--- src/rtl/rv_multicycle_ctrl.sv ---
// Multi-cycle RV32IM control FSM: fetch/decode/execute/memory/writeback with
// an instruction register, mem and mul/div handshakes, and a retire counter.
module rv_multicycle_ctrl #(
    parameter int MULDIV_EN  = 1,
    parameter int MD_TIMEOUT = 64,
    parameter int CNT_W      = 32
) (
    input  logic             clk,
    input  logic             rst,
    input  logic [31:0]      instr,
    input  logic             instr_valid,
    output logic             instr_ready,
    output logic             mem_req,
    input  logic             mem_ack,
    output logic             muldiv_start,
    input  logic             muldiv_done,
    output logic             ir_we,
    output logic             pc_we,
    output logic [5:0]       ALUSel,
    output logic             ALUSrc,
    output logic             RegWEn,
    output logic             MemRW,
    output logic [3:0]       MemtoReg,
    output logic [2:0]       selStore,
    output logic             illegal,
    output logic             md_timeout,
    output logic [CNT_W-1:0] retired
);
    localparam int TW = $clog2(MD_TIMEOUT + 1);

    localparam logic [6:0] OP_R    = 7'b0110011;
    localparam logic [6:0] OP_I    = 7'b0010011;
    localparam logic [6:0] OP_LD   = 7'b0000011;
    localparam logic [6:0] OP_ST   = 7'b0100011;
    localparam logic [6:0] OP_JALR = 7'b1100111;

    typedef enum logic [2:0] {S_FETCH, S_DECODE, S_EXEC, S_MD_WAIT, S_MEM, S_WB} state_t;
    typedef enum logic [2:0] {C_ALU, C_MD, C_LD, C_ST, C_JALR} cls_t;

    typedef struct packed {
        cls_t       cls;
        logic [5:0] alusel;
        logic       alusrc;
        logic       memrw;
        logic [3:0] m2r;
        logic [2:0] sels;
    } ctrl_t;

    state_t           state_q, state_d;
    logic [31:0]      ir_q, ir_d;
    logic [TW-1:0]    cnt_q, cnt_d;
    logic [CNT_W-1:0] retired_q, retired_d;
    ctrl_t            ctrl_q, ctrl_d, dec;
    logic             dec_ill;

    logic [2:0] f3;
    logic [6:0] f7;
    assign f3 = ir_q[14:12];
    assign f7 = ir_q[31:25];

    wire unused_ir = ^{ir_q[24:15], ir_q[11:7]};

    always_comb begin
        dec     = '0;
        dec_ill = 1'b0;
        unique case (ir_q[6:0])
            OP_R: begin
                dec.cls    = C_ALU;
                dec.alusel = {f3, f7[5], 2'b00};
                if (f7 == 7'b0000001) begin
                    dec.cls    = C_MD;
                    dec.alusel = {f3, 3'b001};
                    dec_ill    = (MULDIV_EN == 0);
                end else if (f7 == 7'b0100000) begin
                    dec_ill = !(f3 == 3'b000 || f3 == 3'b101);
                end else if (f7 != 7'b0000000) begin
                    dec_ill = 1'b1;
                end
            end
            OP_I: begin
                dec.cls    = C_ALU;
                dec.alusrc = 1'b1;
                // shift-right immediates carry the arithmetic flag in imm[10]
                dec.alusel = (f3 == 3'b101) ? {3'b101, ir_q[30], 2'b00} : {f3, 3'b000};
            end
            OP_LD: begin
                dec.cls    = C_LD;
                dec.alusrc = 1'b1;
                dec.m2r    = {f3, 1'b1};
                dec_ill    = (f3 == 3'b011) || (f3 == 3'b110) || (f3 == 3'b111);
            end
            OP_ST: begin
                dec.cls    = C_ST;
                dec.alusrc = 1'b1;
                dec.memrw  = 1'b1;
                dec.sels   = f3;
                dec_ill    = (f3 > 3'b010);
            end
            OP_JALR: begin
                dec.cls    = C_JALR;
                dec.alusrc = 1'b1;
            end
            default: dec_ill = 1'b1;
        endcase
    end

    always_comb begin
        state_d      = state_q;
        ir_d         = ir_q;
        cnt_d        = cnt_q;
        ctrl_d       = ctrl_q;
        retired_d    = retired_q;
        instr_ready  = 1'b0;
        ir_we        = 1'b0;
        mem_req      = 1'b0;
        muldiv_start = 1'b0;
        pc_we        = 1'b0;
        RegWEn       = 1'b0;
        illegal      = 1'b0;
        md_timeout   = 1'b0;
        ALUSel       = '0;
        ALUSrc       = 1'b0;
        MemRW        = 1'b0;
        MemtoReg     = '0;
        selStore     = '0;

        if (state_q != S_FETCH && state_q != S_DECODE) begin
            ALUSel   = ctrl_q.alusel;
            ALUSrc   = ctrl_q.alusrc;
            MemRW    = ctrl_q.memrw;
            MemtoReg = ctrl_q.m2r;
            selStore = ctrl_q.sels;
        end

        unique case (state_q)
            S_FETCH: begin
                instr_ready = 1'b1;
                if (instr_valid) begin
                    ir_d    = instr;
                    ir_we   = 1'b1;
                    state_d = S_DECODE;
                end
            end
            S_DECODE: begin
                if (dec_ill) begin
                    illegal = 1'b1;
                    state_d = S_FETCH;
                end else begin
                    ctrl_d  = dec;
                    state_d = S_EXEC;
                end
            end
            S_EXEC: begin
                unique case (ctrl_q.cls)
                    C_MD: begin
                        muldiv_start = 1'b1;
                        cnt_d        = '0;
                        state_d      = S_MD_WAIT;
                    end
                    C_LD, C_ST: state_d = S_MEM;
                    default:    state_d = S_WB;
                endcase
            end
            S_MD_WAIT: begin
                // done takes priority over a timeout landing in the same cycle
                if (muldiv_done) begin
                    state_d = S_WB;
                end else if (cnt_q == TW'(MD_TIMEOUT - 1)) begin
                    md_timeout = 1'b1;
                    state_d    = S_FETCH;
                end else begin
                    cnt_d = cnt_q + TW'(1);
                end
            end
            S_MEM: begin
                mem_req = 1'b1;
                if (mem_ack) state_d = S_WB;
            end
            S_WB: begin
                pc_we     = 1'b1;
                RegWEn    = (ctrl_q.cls != C_ST);
                retired_d = retired_q + CNT_W'(1);
                state_d   = S_FETCH;
            end
            default: state_d = S_FETCH;
        endcase
    end

    always_ff @(posedge clk) begin
        if (rst) begin
            state_q   <= S_FETCH;
            ir_q      <= '0;
            cnt_q     <= '0;
            ctrl_q    <= '0;
            retired_q <= '0;
        end else begin
            state_q   <= state_d;
            ir_q      <= ir_d;
            cnt_q     <= cnt_d;
            ctrl_q    <= ctrl_d;
            retired_q <= retired_d;
        end
    end

    assign retired = retired_q;

endmodule

--- config.mk ---
export PLATFORM = sky130hd
export DESIGN_NAME = rv_multicycle_ctrl
export DESIGN_NICKNAME = d
export VERILOG_FILES = /design/src/rtl/rv_multicycle_ctrl.sv
export SDC_FILE = /design/constraint.sdc
export NUM_CORES = 1
export LEC_CHECK = 0
export BUFFER_PORTS_ARGS = -buffer_cell sky130_fd_sc_hd__clkbuf_2
export CAP_MARGIN = 30
export CORE_MARGIN = 10
export CORE_UTILIZATION = 48
export CTS_CLUSTER_SIZE = 25
export DETAILED_ROUTE_END_ITERATION = 7
export PLACE_DENSITY = 0.86
export SYNTH_ARGS = -nofsm -noshare
export SYNTH_HDL_FRONTEND = slang
export SYNTH_SLANG_ARGS = --single-unit
--- constraint.sdc ---
create_clock -name clk -period 2.1 [get_ports clk]
set_clock_uncertainty 0.05 [all_clocks]
set_input_delay 0.42 -clock clk [delete_from_list [all_inputs] [get_ports clk]]
set_output_delay 0.42 -clock clk [all_outputs]
set_load 0.005 [all_outputs]
==> results of run 1 <==
[cell usage after synthesis (2+ instances only)]
master     count
a31oi_1        2
nor2_1        47
nand2b_1      15
nor4_1         6
xnor2_1       16
xor2_1        13
o211ai_1       3
and4_1         4
nand3b_1       3
dfxtp_1       76
or3_1          4
nor2b_1       23
clkbuf_1      14
nand2_1       57
mux2i_1       13
a21oi_1       27
o2111ai_1      2
inv_1          9
o21ai_0        4
nand4_1       16
or3b_1         2
nor3_1        17
buf_2          5
buf_1          2
a21o_1         2
and3b_1        2
mux2_2         4
or4_1          2
nand3_1       11
o31ai_1        2
ha_1           2
and3_1         3
and2_1         3
[power by group through the flow]
stage | clock network [mW] | registers [mW] | logic (mW)
6_report | 1.21 | 1.48 | 0.149
5_1_grt | 1.31 | 1.49 | 0.167
4_1_cts | 1.25 | 1.48 | 0.148
3_5_place_dp | 0 | 1.51 | 0.141
3_3_place_gp | 0 | 1.51 | 0.136
2_1_floorplan | 0 | 1.51 | 0.0863
[kinds of logic after synthesis]
logic type	Yosys count	synth area share (%)
compound gates	48	8.184
fa+ha+maj	2	0.7024
buf+inv	34	4.074
simple gates	220	31.86
flops	76	42.71
xor+xnor	29	7.130
other cells	1	0.1053
mux	18	5.233
[sequential cells by signal (all words and copies together), names as in the netlist]
| name | cells |
|---|---|
| retired | 32 |
| ctrl_q | 17 |
| ir_q | 17 |
| cnt_q | 7 |
| state_q | 3 |
[critical path, cell delays in order (launching register included)]
cell and delay (ns):
dfxtp_1 0.32, or4_4 0.56, nor2_4 0.10, a2111oi_2 0.08, nor2b_1 0.14, nor2_1 0.07, clkbuf_2 0.11
[worst paths after layout]
kind                 start         to  slack (ns)  cells after the start
setup / recovery  ir_q[26]    illegal       -0.09                      6
hold / removal    instr[4]    ir_q[4]        0.22                      3
setup reg to reg  ir_q[26]  ctrl_q[8]        0.04                      6
hold reg to reg    ir_q[3]    ir_q[3]        0.40                      2
[routing by layer]
layer	vias to the layer above	global-route usage, %	wire length (um)
met1	1521	17.23	3708
met4	0	3.965	100
met5	-	0	0
met3	12	6.280	576
met2	95	27.65	4448
li1	1646	-	-
[area by class of cell]
type | instances | area (um^2)
timing repair buffer | 102 | 606.8
multi-input combinational | 318 | 1944
sequential | 76 | 1530
fill | 637 | 2790
inverter | 11 | 41.29
clock inverter | 6 | 88.84
clock buffer | 10 | 127.6
tap | 99 | 123.9
[repair_timing]
action / in CTS / in global routing
setup endpoints to repair: 9 / 13
hold buffers: 0 / 0
pin swaps: 0 / 3
gates resized for setup: 8 / 13
setup buffers: 1 / 0
endpoints found under the hold margin: 0 / 0
==> flow_metrics.env, run 1 <==
export IMPL_syn_nets=467
export IMPL_fin_util_pct=61.53
export IMPL_post_drt_wl_per_cell_um=14.20
export IMPL_cts_max_path_buffers=2
export IMPL_wl_mm=8.835
export IMPL_clk_pin_slew_ns=0.08
export IMPL_synthArstFlopShare_pct=0
export IMPL_hold_viol=0
export IMPL_min_period_ns=2.192
export IMPL_track_usage_pct=15.71
export IMPL_routed_via_density=5.264
export IMPL_p_int_mw=2.195
export IMPL_synth_area_leaders="dfxtp_1 (43%), nand2_1 (6.0%), nor2_1 (5.0%)"
export IMPL_p_sw_mw=0.6479
export IMPL_violations="setup timing"
export IMPL_die_height_um=106.1
export IMPL_cp_required_ns=1.63
export IMPL_powerDensity_mw_per_mm2=637.0
export IMPL_synth_cell_type_count=50
export IMPL_period_share_pct=104.4
export IMPL_grt_first_pass_wirelength_mm=15.01
export IMPL_synth_main_ff_cell="dfxtp_1"
export IMPL_arrival_ns=1.72
export IMPL_fin_tns_setup_ns=-0.09211
export IMPL_most_common_layout_cells="clkbuf_2 (75), dfxtp_1 (69), nand2_1 (57)"
export IMPL_leakage_nw=1.838
export IMPL_cts_buffers=9
export IMPL_die_area_mm2=0.01127
export IMPL_worst_slack_ns=-0.09211
export IMPL_cp_end_kind="primary output"
export IMPL_first_pass_iters=4
export IMPL_syn_inst=428
export IMPL_syn_avg_cell_area_um2=8.323
export IMPL_yosys_area_top_type_share_pct=42.71
export IMPL_rows=31
export IMPL_synth_edf_count=0
export IMPL_gp_congestion=0.8503
export IMPL_crit_path_start_kind="register"
export IMPL_overflow=0
export IMPL_port_buffers=75
export IMPL_maxCapViolCount=0
export IMPL_dpl_cell_area_mm2=0.004178
export IMPL_drive_gt1_share_pct=27.15
export IMPL_fin_cells=622
export IMPL_yosysTopAreaCell="dfxtp_1"
export IMPL_setup_viol_count_final=1
export IMPL_drt_iter0_markers=159
export IMPL_fin_area_mm2=0.004463
export IMPL_post_dp_hpwl_mm=6.481
export IMPL_start_util_pct=49.11
export IMPL_layout_commonest_cell="clkbuf_2"
export IMPL_drc=0
export IMPL_outcome="finished, violations left"
export IMPL_area_growth_pct=25.29
export IMPL_timing_hold_ws_ns=0.2224
export IMPL_pwr_share_comb_pct=5.2
export IMPL_ctsHtreeMaxLevel=3
export IMPL_irDropWorstVdd_mv=0.4516
export IMPL_total_power_mw=2.843
export IMPL_n_antenna_cell=0
export IMPL_seqPwrFrac_pct=52.2
export IMPL_clock_sinks=76
export IMPL_grt_max_degree=80
export IMPL_nets=557
export IMPL_place_inst=605
export IMPL_synth_seq_area_share_pct=42.71
export IMPL_antenna_found_initial=0
export IMPL_io_pins=92
export IMPL_fmax_ghz=0.4562
export IMPL_clk_latency_ns=0.36
export IMPL_min_path_type="in -> reg"
export IMPL_pre_cts_ws_ns=-0.009311
export IMPL_power_frac_clock_pct=42.6
export IMPL_crit_type="reg -> out"
export IMPL_cts_tree="yes"
export IMPL_ys_warn_count=0
export IMPL_core_mm2=0.007253
export IMPL_finalMaxSlewViolations=0
export IMPL_grt_pass1_vias=3302
export IMPL_rsz0062_at_grt="true"
export IMPL_ys_ff_latch=76
export IMPL_netSwitchingFraction_pct=22.79
export IMPL_ant_nets=0
export IMPL_fp_dieW_um=106.1
export IMPL_cp_max_fo=2
export IMPL_cts_root_buf="clkbuf_8"
export IMPL_vias=3274
export IMPL_syn_area_mm2=0.003562
(Power assumes the default switching activity.)
==> inputs of run 2 (changes only) <==
- CORE_ASPECT_RATIO: unset -> 1.2
==> run 2 against run 1 <==
The run still ends with setup timing left. First-iteration DRC count rose by 2.5%. Final cell count fell by 1.1%. Combinational power rose by 3%. Die area rose by 0.13%. Sequential share of layout area rose by 0.52 points. Total power fell by 8.5%. Clock power fell by 20%. Count of clock-buffer cells in the layout fell by 1. Via count rose by 0.67%. Sequential cell count did not move. Critical path type unchanged. Largest cell class unchanged. Largest power group unchanged.
==> flow_metrics.env, run 2 (synthesis results as in run 1) <==
export IMPL_outcome="finished, violations left"
export IMPL_violations="setup timing"
export IMPL_n_antenna_cell=0
export IMPL_cts_buffers=9
export IMPL_fp_dieW_um=98.64
export IMPL_track_usage_pct=15.12
export IMPL_start_util_pct=49.26
export IMPL_rows=34
export IMPL_hold_viol=0
export IMPL_clk_pin_slew_ns=0.08
export IMPL_setup_viol_count_final=1
export IMPL_cp_end_kind="primary output"
export IMPL_clk_latency_ns=0.35
export IMPL_period_share_pct=103.8
export IMPL_port_buffers=75
export IMPL_slowest_delay_ns=0.56
export IMPL_path_buf_inv=1
export IMPL_clock_sinks=76
export IMPL_post_drt_wl_per_cell_um=14.19
export IMPL_cp_max_fo=2
export IMPL_powerDensity_mw_per_mm2=591.4
export IMPL_total_power_mw=2.600
export IMPL_layout_commonest_cell="clkbuf_2"
export IMPL_post_dp_hpwl_mm=6.625
export IMPL_area_growth_pct=23.43
export IMPL_grt_pass1_vias=3240
export IMPL_dpl_cell_area_mm2=0.004169
export IMPL_tightest_slew_ns=0.4815
export IMPL_maxCapViolCount=0
export IMPL_grt_max_degree=80
export IMPL_slowest_stage="or4_4"
export IMPL_leakage_nw=1.828
export IMPL_cts_tree="yes"
export IMPL_grt_first_pass_wirelength_mm=14.49
export IMPL_drive_gt1_share_pct=27.05
export IMPL_pre_cts_ws_ns=0.01186
export IMPL_wl_mm=8.728
export IMPL_rsz0062_at_grt="true"
export IMPL_overflow=0
export IMPL_cts_root_buf="clkbuf_8"
export IMPL_fmax_ghz=0.4587
export IMPL_fin_util_pct=60.80
export IMPL_largest_reg_flops=32
export IMPL_cts_max_path_buffers=2
export IMPL_routed_via_density=5.359
export IMPL_vias=3296
export IMPL_irDropWorstVdd_mv=0.4165
export IMPL_io_pins=92
export IMPL_cts_hold_buf=0
export IMPL_drt_iter0_markers=163
export IMPL_core_mm2=0.007232
export IMPL_min_period_ns=2.180
export IMPL_die_area_mm2=0.01128
export IMPL_nets=559
export IMPL_finalMaxSlewViolations=0
export IMPL_n_fill_cell=618
export IMPL_slew_headroom_pct=67.45
export IMPL_antenna_found_initial=0
export IMPL_die_height_um=114.4
export IMPL_cp_cell_sequence="or4_4 -> nor2_4 -> a2111oi_2 -> nor2b_1 -> nor2_1 -> clkbuf_2"
export IMPL_fin_tns_setup_ns=-0.08003
export IMPL_drc=0
export IMPL_worst_slack_ns=-0.08003
export IMPL_timing_hold_ws_ns=0.2287
export IMPL_crit_type="reg -> out"
export IMPL_fin_cells=615
export IMPL_gp_congestion=0.8289
export IMPL_fin_area_mm2=0.004397
export IMPL_ctsHtreeMaxLevel=3
export IMPL_cp_required_ns=1.63
export IMPL_cp_top_family="simple AND/OR/NAND/NOR gates"
export IMPL_crit_path_start_kind="register"
export IMPL_min_path_type="in -> reg"
export IMPL_place_inst=598
export IMPL_first_pass_iters=6
export IMPL_most_common_layout_cells="clkbuf_2 (74), dfxtp_1 (69), nand2_1 (57)"
export IMPL_ant_nets=0
export IMPL_arrival_ns=1.71
[run 2: cell count changes in the layout (fill, tap and decap cells not counted)]
cell / delta
nor4_1: +1
clkinv_2: +3
nor2b_4: -1
nor4_2: -1
buf_6: +2
bufinv_16: -2
buf_4: +2
nor3_1: +1
nor3_2: -1
clkbuf_1: -1
nor2b_1: +1
clkbuf_2: -1
buf_12: -1
[run 2: where the power goes]
part           switching [mW]  internal [mW]  total [mW]
combinational          0.0882         0.0644       0.153
sequential             0.0185           1.46        1.48
clock                   0.546          0.421       0.968
[run 2: what timing repair did]
item	CTS	global route
pin swaps	1	3
setup endpoints to repair	4	14
gates resized for setup	9	9
buffers inserted	1	0
[run 2: final cells by class]
| type | count | area [um^2] | share of cell area (%) |
|---|---|---|---|
| multi-input cells | 318 | 1926 | 43.80 |
| inverters | 11 | 41.29 | 0.9391 |
| repair buffers | 104 | 619.3 | 14.09 |
| well taps | 90 | 112.6 | 2.561 |
| clock buffers | 9 | 123.9 | 2.817 |
| clock inverters | 7 | 43.79 | 0.9960 |
| flip-flops and latches | 76 | 1530 | 34.80 |
[run 2: final timing paths]
check | to | cells after the start | slack [ns] | start
max | illegal | 6 | -0.08 | ir_q[29]
min | ir_q[12] | 3 | 0.23 | instr[12]
max reg2reg | ctrl_q[16] | 6 | 0.02 | ir_q[29]
min reg2reg | ir_q[29] | 2 | 0.41 | ir_q[29]
[run 2: tightest hold or removal path: stages]
cell	delay, ns
clkbuf_2	0.08
nand2_1	0.05
a21oi_1	0.05
[run 2: routing by layer]
layer / vias to the layer above / GRT usage (%) / wire length (um)
li1: 1644 / - / -
met1: 1534 / 16.63 / 3597
met2: 99 / 26.35 / 4360
met3: 19 / 5.072 / 637
met4: 0 / 5.646 / 133
met5: - / 0 / 0
